===== src/rtl/ptp_perout_sched.sv =====
// ptp_perout_sched: PTP periodic output scheduler driven by a 96-bit time of day
// Ports:
//   clk, rst                      - single clock, asynchronous active-high reset
//   input_ts_tod                  - current ToD {s[47:0], ns[31:0], fns[15:0]}
//   input_ts_tod_step             - one-cycle pulse flagging a ToD discontinuity
//   enable                        - output enable level
//   input_start/period/width(+_valid) - schedule shadow loads
//   locked                        - high once a full pulse has completed on schedule
//   error                         - high while width >= period or period == 0
//   output_pulse                  - registered periodic output
module ptp_perout_sched #(
  parameter logic [47:0] OUT_START_S   = 48'h0,
  parameter logic [31:0] OUT_START_NS  = 32'd0,
  parameter logic [47:0] OUT_PERIOD_S  = 48'd1,
  parameter logic [31:0] OUT_PERIOD_NS = 32'd0,
  parameter logic [31:0] OUT_WIDTH_NS  = 32'd1000
) (
  input  logic        clk,
  input  logic        rst,
  input  logic [95:0] input_ts_tod,
  input  logic        input_ts_tod_step,
  input  logic        enable,
  input  logic [95:0] input_start,
  input  logic        input_start_valid,
  input  logic [95:0] input_period,
  input  logic        input_period_valid,
  input  logic [95:0] input_width,
  input  logic        input_width_valid,
  output logic        locked,
  output logic        error,
  output logic        output_pulse
);
  localparam logic [32:0] NS_PER_S     = 33'd1_000_000_000;
  localparam logic [95:0] START_INIT  = {OUT_START_S, OUT_START_NS, 16'h0};
  localparam logic [95:0] PERIOD_INIT = {OUT_PERIOD_S, OUT_PERIOD_NS, 16'h0};
  localparam logic [95:0] WIDTH_INIT  = {48'h0, OUT_WIDTH_NS, 16'h0};
  typedef enum logic [2:0] {IDLE, CATCHUP, ARMED, HIGH, ADD} state_t;
  function automatic logic [95:0] tod_add(input logic [95:0] a, input logic [95:0] b);
    logic [16:0] f;
    logic [32:0] n;
    logic c;
    f = {1'b0, a[15:0]} + {1'b0, b[15:0]};
    n = {1'b0, a[47:16]} + {1'b0, b[47:16]} + {32'd0, f[16]};
    c = n >= NS_PER_S;
    n = c ? n - NS_PER_S : n;
    return {a[95:48] + b[95:48] + {47'd0, c}, n[31:0], f[15:0]};
  endfunction
  state_t state_q, state_d;
  logic [95:0] start_q, start_d, period_q, period_d, width_q, width_d;
  logic [95:0] next_rise_q, next_rise_d, next_fall_q, next_fall_d, rise_inc;
  logic pulse_q, pulse_d, locked_q, locked_d, error_q, error_d, force_idle;
  always_comb begin
    start_d     = input_start_valid ? input_start : start_q;
    period_d    = input_period_valid ? input_period : period_q;
    width_d     = input_width_valid ? input_width : width_q;
    error_d     = (width_q >= period_q) || (period_q == '0);
    rise_inc    = tod_add(next_rise_q, period_q);
    force_idle  = input_start_valid | input_period_valid | input_width_valid |
                  input_ts_tod_step | !enable | error_q;
    state_d     = state_q;
    next_rise_d = next_rise_q;
    next_fall_d = next_fall_q;
    pulse_d     = pulse_q;
    locked_d    = locked_q;
    if (force_idle) begin
      state_d  = IDLE;
      pulse_d  = 1'b0;
      locked_d = 1'b0;
    end else begin
      case (state_q)
        IDLE: begin
          pulse_d  = 1'b0;
          locked_d = 1'b0;
          // error_d is the value error_q takes next, so a freshly loaded bad config never arms
          if (!error_d) begin
            next_rise_d = start_q;
            state_d     = CATCHUP;
          end
        end
        // Advance until the edge is now or in the future, so a past start never fires late
        CATCHUP: if (input_ts_tod > next_rise_q) next_rise_d = rise_inc;
                 else state_d = ARMED;
        ARMED: if (input_ts_tod >= next_rise_q) begin
          pulse_d     = 1'b1;
          next_fall_d = tod_add(next_rise_q, width_q);
          state_d     = HIGH;
        end
        HIGH: if (input_ts_tod >= next_fall_q) begin
          pulse_d  = 1'b0;
          locked_d = 1'b1;
          state_d  = ADD;
        end
        ADD: begin
          next_rise_d = rise_inc;
          state_d     = ARMED;
        end
        default: state_d = IDLE;
      endcase
    end
  end
  always_ff @(posedge clk or posedge rst) begin
    if (rst) begin
      state_q     <= IDLE;
      start_q     <= START_INIT;
      period_q    <= PERIOD_INIT;
      width_q     <= WIDTH_INIT;
      next_rise_q <= '0;
      next_fall_q <= '0;
      pulse_q     <= 1'b0;
      locked_q    <= 1'b0;
      error_q     <= 1'b0;
    end else begin
      state_q     <= state_d;
      start_q     <= start_d;
      period_q    <= period_d;
      width_q     <= width_d;
      next_rise_q <= next_rise_d;
      next_fall_q <= next_fall_d;
      pulse_q     <= pulse_d;
      locked_q    <= locked_d;
      error_q     <= error_d;
    end
  end
  assign locked       = locked_q;
  assign error        = error_q;
  assign output_pulse = pulse_q;
endmodule


===== config.mk =====
export PLATFORM = sky130hd
export DESIGN_NAME = ptp_perout_sched
export DESIGN_NICKNAME = d
export VERILOG_FILES = /design/src/rtl/ptp_perout_sched.sv
export SDC_FILE = /design/constraint.sdc
export NUM_CORES = 2
export LEC_CHECK = 0
export ABC_CLOCK_PERIOD_IN_PS = 21300
export BUFFER_PORTS_ARGS = -buffer_cell sky130_fd_sc_hd__buf_2
export CORE_AREA = 10 10 332 206
export DETAILED_ROUTE_END_ITERATION = 16
export DIE_AREA = 0 0 342 216
export PLACE_DENSITY = 0.86
export SETUP_SLACK_MARGIN = 0.4
export SYNTH_ARGS = -nofsm -noshare
export SYNTH_HDL_FRONTEND = slang
export SYNTH_SLANG_ARGS = --single-unit

===== constraint.sdc =====
create_clock -name clk -period 21.3 [get_ports clk]
set_clock_uncertainty 0.1 [all_clocks]
set_input_delay 1.065 -clock clk [delete_from_list [all_inputs] [get_ports clk]]
set_output_delay 1.065 -clock clk [all_outputs]
set_load 0.03 [all_outputs]

Word level (Yosys, flattened, before mapping)
Index checks and enable logic that the tools add are counted.
Widths: inputs -> output; s select.
{ "word_totals": {"ff_bits": 486, "latch_bits": 0, "ramBits": 0, "mem_bits_ro": 0, "in_bits": 391, "output_inout_bits": 3, "memories": 0} }
{ "classes": {"addsub": 12, "mul": 0, "div": 0, "magnitude_cmp": 6, "eq_ne": 10, "n_shift": 0, "mux": 18, "bitwise": 6, "reduce_logical": 12} }
{ "op_table": {"columns": ["op", "count"], "rows": [
  ["$ge 96x96->1", 3],
  ["$pmux 96 s3", 1],
  ["$mux 96", 2],
  ["$add 48x1->48", 2],
  ["$add 48x48->48", 2],
  ["$gt 96x96->1", 1],
  ["$logic_not 96->1", 1],
  ["$add 32x32->33", 2],
  ["$add 33x1->33", 2],
  ["$ge 33x30->1 const B", 2],
  ["$mux 32", 2],
  ["$sub 32x30->32 const B", 2],
  ["$add 16x16->17", 2],
  ["$mux 3", 5],
  ["$pmux 3 s5", 1],
  ["$ne 3x3->1 const B", 4],
  ["$reduce_and 4->1", 2],
  ["$eq 3x2->1 const B", 2],
  ["$reduce_and 3->1", 2],
  ["$reduce_bool 3->1", 2],
  ["$mux 1", 5],
  ["$or 1x1->1", 5],
  ["$ne 2x2->1 const B", 2],
  ["$reduce_bool 4->1", 1],
  ["other kinds (9)", 9]
]} }

Logic depth before layout (Yosys ltp)
{ "logic_depth": {"depth_word": 7, "ltp_mapped": 44} }

Least setup slack after synthesis
No wires, ideal clock.
{ "synth_timing": {"path_kind": "reg2reg", "startpoint": "register next_rise_q[0]", "endpoint": "register next_fall_q[92]", "setup_ps": 135, "arrival_ps": 9082, "required_ps": 21065, "setup_slack_ps": 11983, "stages_incl_launch_ff": 43, "path_buffers": 1, "cell_sequence": "dfrtp_1 ha_1 fa_1 a21oi_1 nor2_1 nor2_1 o21bai_1 a21oi_1 o21bai_1 a21oi_1 o21ai_0 o41ai_1 o211ai_1 a21o_1 a21oi_1 fa_1 nor2b_1 o31a_1 [... 7 more ...] a31o_2 a2111oi_4 buf_6 inv_2 fa_1 fa_1 a21o_1 a21oi_1 o21ai_0 and3_1 a21oi_1 o31ai_1 o211ai_1 a21oi_1 o31ai_1 o21bai_1 xnor2_1 o21ai_0"} }
{ "synth_via": {"elab_chain_len": 4, "elab_cells_between_ends": 6, "cone_classes": "add/sub (3); order compare (2); reduce/logical (1)"} }
{ "synth_rtl": {"columns": ["element", "line", "text"], "rows": [
  ["from (decl)", "50", "logic [95:0] next_rise_q, next_rise_d, next_fall_q, next_fall_d, rise_inc;"],
  ["from (signal assigned)", "117", "next_rise_q <= next_rise_d;"],
  ["$add 16x16->17", "42", "f = {1'b0, a[15:0]} + {1'b0, b[15:0]};"],
  ["$add 33x1->33", "43", "n = {1'b0, a[47:16]} + {1'b0, b[47:16]} + {32'd0, f[16]};"],
  ["$ge 33x30->1", "44", "c = n >= NS_PER_S;"],
  ["$add 48x1->48", "46", "return {a[95:48] + b[95:48] + {47'd0, c}, n[31:0], f[15:0]};"],
  ["to (signal assigned)", "118", "next_fall_q <= next_fall_d;"],
  ["to (decl)", "50", null]
]} }
Several ways; a longest one is shown, not always the timed one.
A chain may end at the register's enable or synchronous reset.

Worst setup path in the final report
{ "layout_timing": {"startpoint": "register next_rise_q[0]", "endpoint": "register next_fall_q[91]"} }
The elaborated chain is that of the path after synthesis.

==> impl_metrics.tcl <==
set metrics [dict create \
    outcome "complete, no violations" \
    place_inst 5311 \
    crit_fanout 24 \
    drv_cap 0 \
    hold_buffers 0 \
    antenna_found_initial 7 \
    worstPathRequired_ns 21.68 \
    yosysWarnings 0 \
    port_buffers 393 \
    synth.top_cell.area_share 0.3238 \
    power_leakage_nw 19.83 \
    start_util 0.5962 \
    worst_slew_pin_slew_ns 1.409 \
    cts_buffers 49 \
    track_usage 0.3480 \
    ys_seq_area_frac 0.3288 \
    max_freq_mhz 80.04 \
    max-slew-margin-rel 0.05218 \
    cts_tree "done" \
    num_rows 71 \
    viasPerCell 6.345 \
    worstSetupStartpointType "flop" \
    rsz0062_at_grt "false" \
    synth-edff-count 0 \
    cp-end-kind "flop" \
    cts_htree_levels 2 \
    fill_cells 5080 \
    finalSetupViolations 0 \
    clk_pin_slew_worst_paths_ns 0.07 \
    synth-async-reset-ratio 1.000 \
    root_buffer "clkbuf_16" \
    r2r-start "next_rise_q[0]" \
    dpl.hpwl_um 106000 \
    min_from "next_fall_q[0]" \
    multi_input_area_um2 23050 \
    fp.dieArea_um2 73870 \
    power_density_nw_per_um2 115.9 \
    place.gp.congestion 0.9942 \
    first_pass_iters 6 \
    clockBufferDepth 3 \
    routed-via-count 34290 \
    final_hold_viol_count 0 \
    fp.dieW_um 342 \
    power_w 0.004805 \
    stdcell_count 5405 \
    clock-sinks 486 \
    ff_latch_area_um2 12170 \
    first_global_vias 32970 \
    fin_setup_tns_ns 0 \
    cp-startpoint "next_rise_q[0]" \
    area_delta_synth_final_pct 12.01 \
    routed_wl_um 132600 \
    yosys.cell_types.count 89 \
    route.detailed.drc 0 \
    die-height_um 216 \
    synth_area_um2 37020 \
    syn_area_per_cell_um2 8.848 \
    min_period_ns 12.49 \
    grt_overflow 0 \
    synth_area_leaders "dfrtp_1, ha_1, mux2_2" \
    final_antenna_net_count 0 \
    first_iter_violations 3647 \
    critPathArrivalTime_ns 12.87 \
    wire_per_inst_um 24.53 \
    path_common_cell "a21oi_1" \
    final_nets 5400 \
    final_max_slew_viol_count 0 \
    grt_pass1_wl_um 200300 \
    min_path_type "reg -> reg" \
    grt_max_degree 109 \
    cts_resized 0 \
    fin_area_um2 41460 \
    synth_ff_type "dfrtp_1" \
    cts_setup_buffers 0 \
    clk_latency_ns 0.65 \
    critPathMaxStageDelay_ns 0.88 \
    synth.largest_area_cell "dfrtp_1" \
    syn_inst 4184 \
    synth_nets 5061 \
    drive_gt1_frac 0.1639 \
    io_pins 394 \
    irDropWorstVdd_uv 70.01 \
    path_class "reg -> reg" \
    core_um2 62100 \
    worst_path_max_delay_cell "o311ai_0" \
    timing.final.crit_share 0.5865 \
    placedInstanceArea_um2 39820 \
    ys_seq_elements 486 \
]
## through the flow
stage	hold WS, ns	worst slack, ns	util
detailed placement	0.3685	9.407	0.6413
finish	0.3782	8.807	0.6678
global placement	0.3593	9.583	0.6413
CTS	0.3831	9.252	0.6676
global route	0.3975	7.942	0.6676
floorplan	0.3428	6.584	-
## synthesized netlist by cell type, types with 15 or more instances
library cell and instances:
nand4_1 74, and3_1 23, a21o_1 171, or3_1 15, inv_1 360, a31oi_1 41, nor3_1 71, nand2_1 422
nor2_1 266, a211oi_1 71, mux2_2 194, o21bai_1 38, ha_1 476, xor2_1 66, o31ai_1 15, nand3_1 73
mux2i_1 33, o21a_1 30, xnor2_1 97, o211ai_1 41, clkbuf_1 122, and2_1 21, dfrtp_1 479, o21ai_0 296
nand2b_1 21, nor2b_1 37, nor4_1 44, a21oi_1 336
## critical path, delay by kind of cell (launching register included)
family	cells	cell delay (ns)
buffers and inverters	2	0.63
adder cells (fa/ha/maj)	5	1.65
AO/OA/AOI/OAI	27	8.45
AND/OR/NAND/NOR	6	0.89
XOR/XNOR	1	0.18
flip-flops	1	0.44
## kinds of logic (layout without fill, tap and decap cells)
logic type | count (synthesis) | in the layout | share of synthesized area
other cells | 0 | 3 | 0
mux | 228 | 228 | 0.06824
xor+xnor | 163 | 163 | 0.03856
flops | 486 | 486 | 0.3288
compound gates | 1208 | 1208 | 0.2075
fa+ha+maj | 486 | 486 | 0.1663
simple gates | 1119 | 1119 | 0.1400
buf+inv | 494 | 873 | 0.05066
## registers in the layout, indices dropped and copies added (netlist names)
name and count:
error 1, locked 1, next_fall_q 96, next_rise_q 96, output_pulse 1, period_q 96
start_q 96, state_q 3, width_q 96
## cell usage in the layout, fill, tap and decap left out, types with 12 or more instances in the layout
| master | count |
|---|---|
| inv_1 | 359 |
| a2111oi_0 | 13 |
| and3_1 | 23 |
| o31ai_1 | 15 |
| xor2_1 | 66 |
| nor2b_1 | 37 |
| buf_2 | 390 |
| dfrtp_1 | 479 |
| o21bai_1 | 38 |
| and2_1 | 21 |
| mux2_2 | 194 |
| ha_1 | 476 |
| clkbuf_16 | 49 |
| nand4_1 | 74 |
| o21a_1 | 29 |
| nor3_1 | 71 |
| a21oi_1 | 334 |
| a211oi_1 | 71 |
| mux2i_1 | 33 |
| nand3_1 | 73 |
| o21ai_0 | 296 |
| a31oi_1 | 41 |
| buf_4 | 29 |
| or3_1 | 15 |
| xnor2_1 | 97 |
| nor2_1 | 266 |
| nand2_1 | 421 |
| a21o_1 | 170 |
| a21boi_0 | 12 |
| nand2b_1 | 21 |
| o211ai_1 | 41 |
| a211o_1 | 13 |
| nor4_1 | 42 |
## area by class of cell
cell class,instances,area share
timing repair buffer,420,0.05259
tap,839,0.02532
sequential,486,0.2935
inverter,362,0.03295
antenna,3,0.0001810
multi-input combinational,3204,0.5560
clock inverter,32,0.007544
clock buffer,59,0.03193
## power by group
part | switching [W] | internal [W] | total [W]
clock network | 0.000430 | 0.000486 | 0.000916
logic | 0.00159 | 0.00104 | 0.00263
registers | 0.000205 | 0.00106 | 0.00126
total | 0.00222 | 0.00258 | 0.00480
## per-layer routing
layer,GRT usage,share of wire,wire (um),vias to the layer above
li1,-,-,-,15790
met1,0.5075,0.44,58840,16430
met2,0.4636,0.38,50750,1822
met3,0.1388,0.14,18900,252
met4,0.09981,0.031,4077,6
met5,0,0.00026,34,-
## path summary, 6_finish.rpt
kind	end	slack (ns)	depth (start not counted)
setup / recovery	next_fall_q[91]	8.81	41
hold / removal	next_fall_q[0]	0.38	2
setup reg to reg	next_fall_q[91]	8.81	41
hold reg to reg	next_fall_q[0]	0.38	2
max in group asynchronous	period_q[88]	18.42	4
min in group asynchronous	period_q[57]	0.45	2
Note: power is estimated with default switching activity, not from simulation.
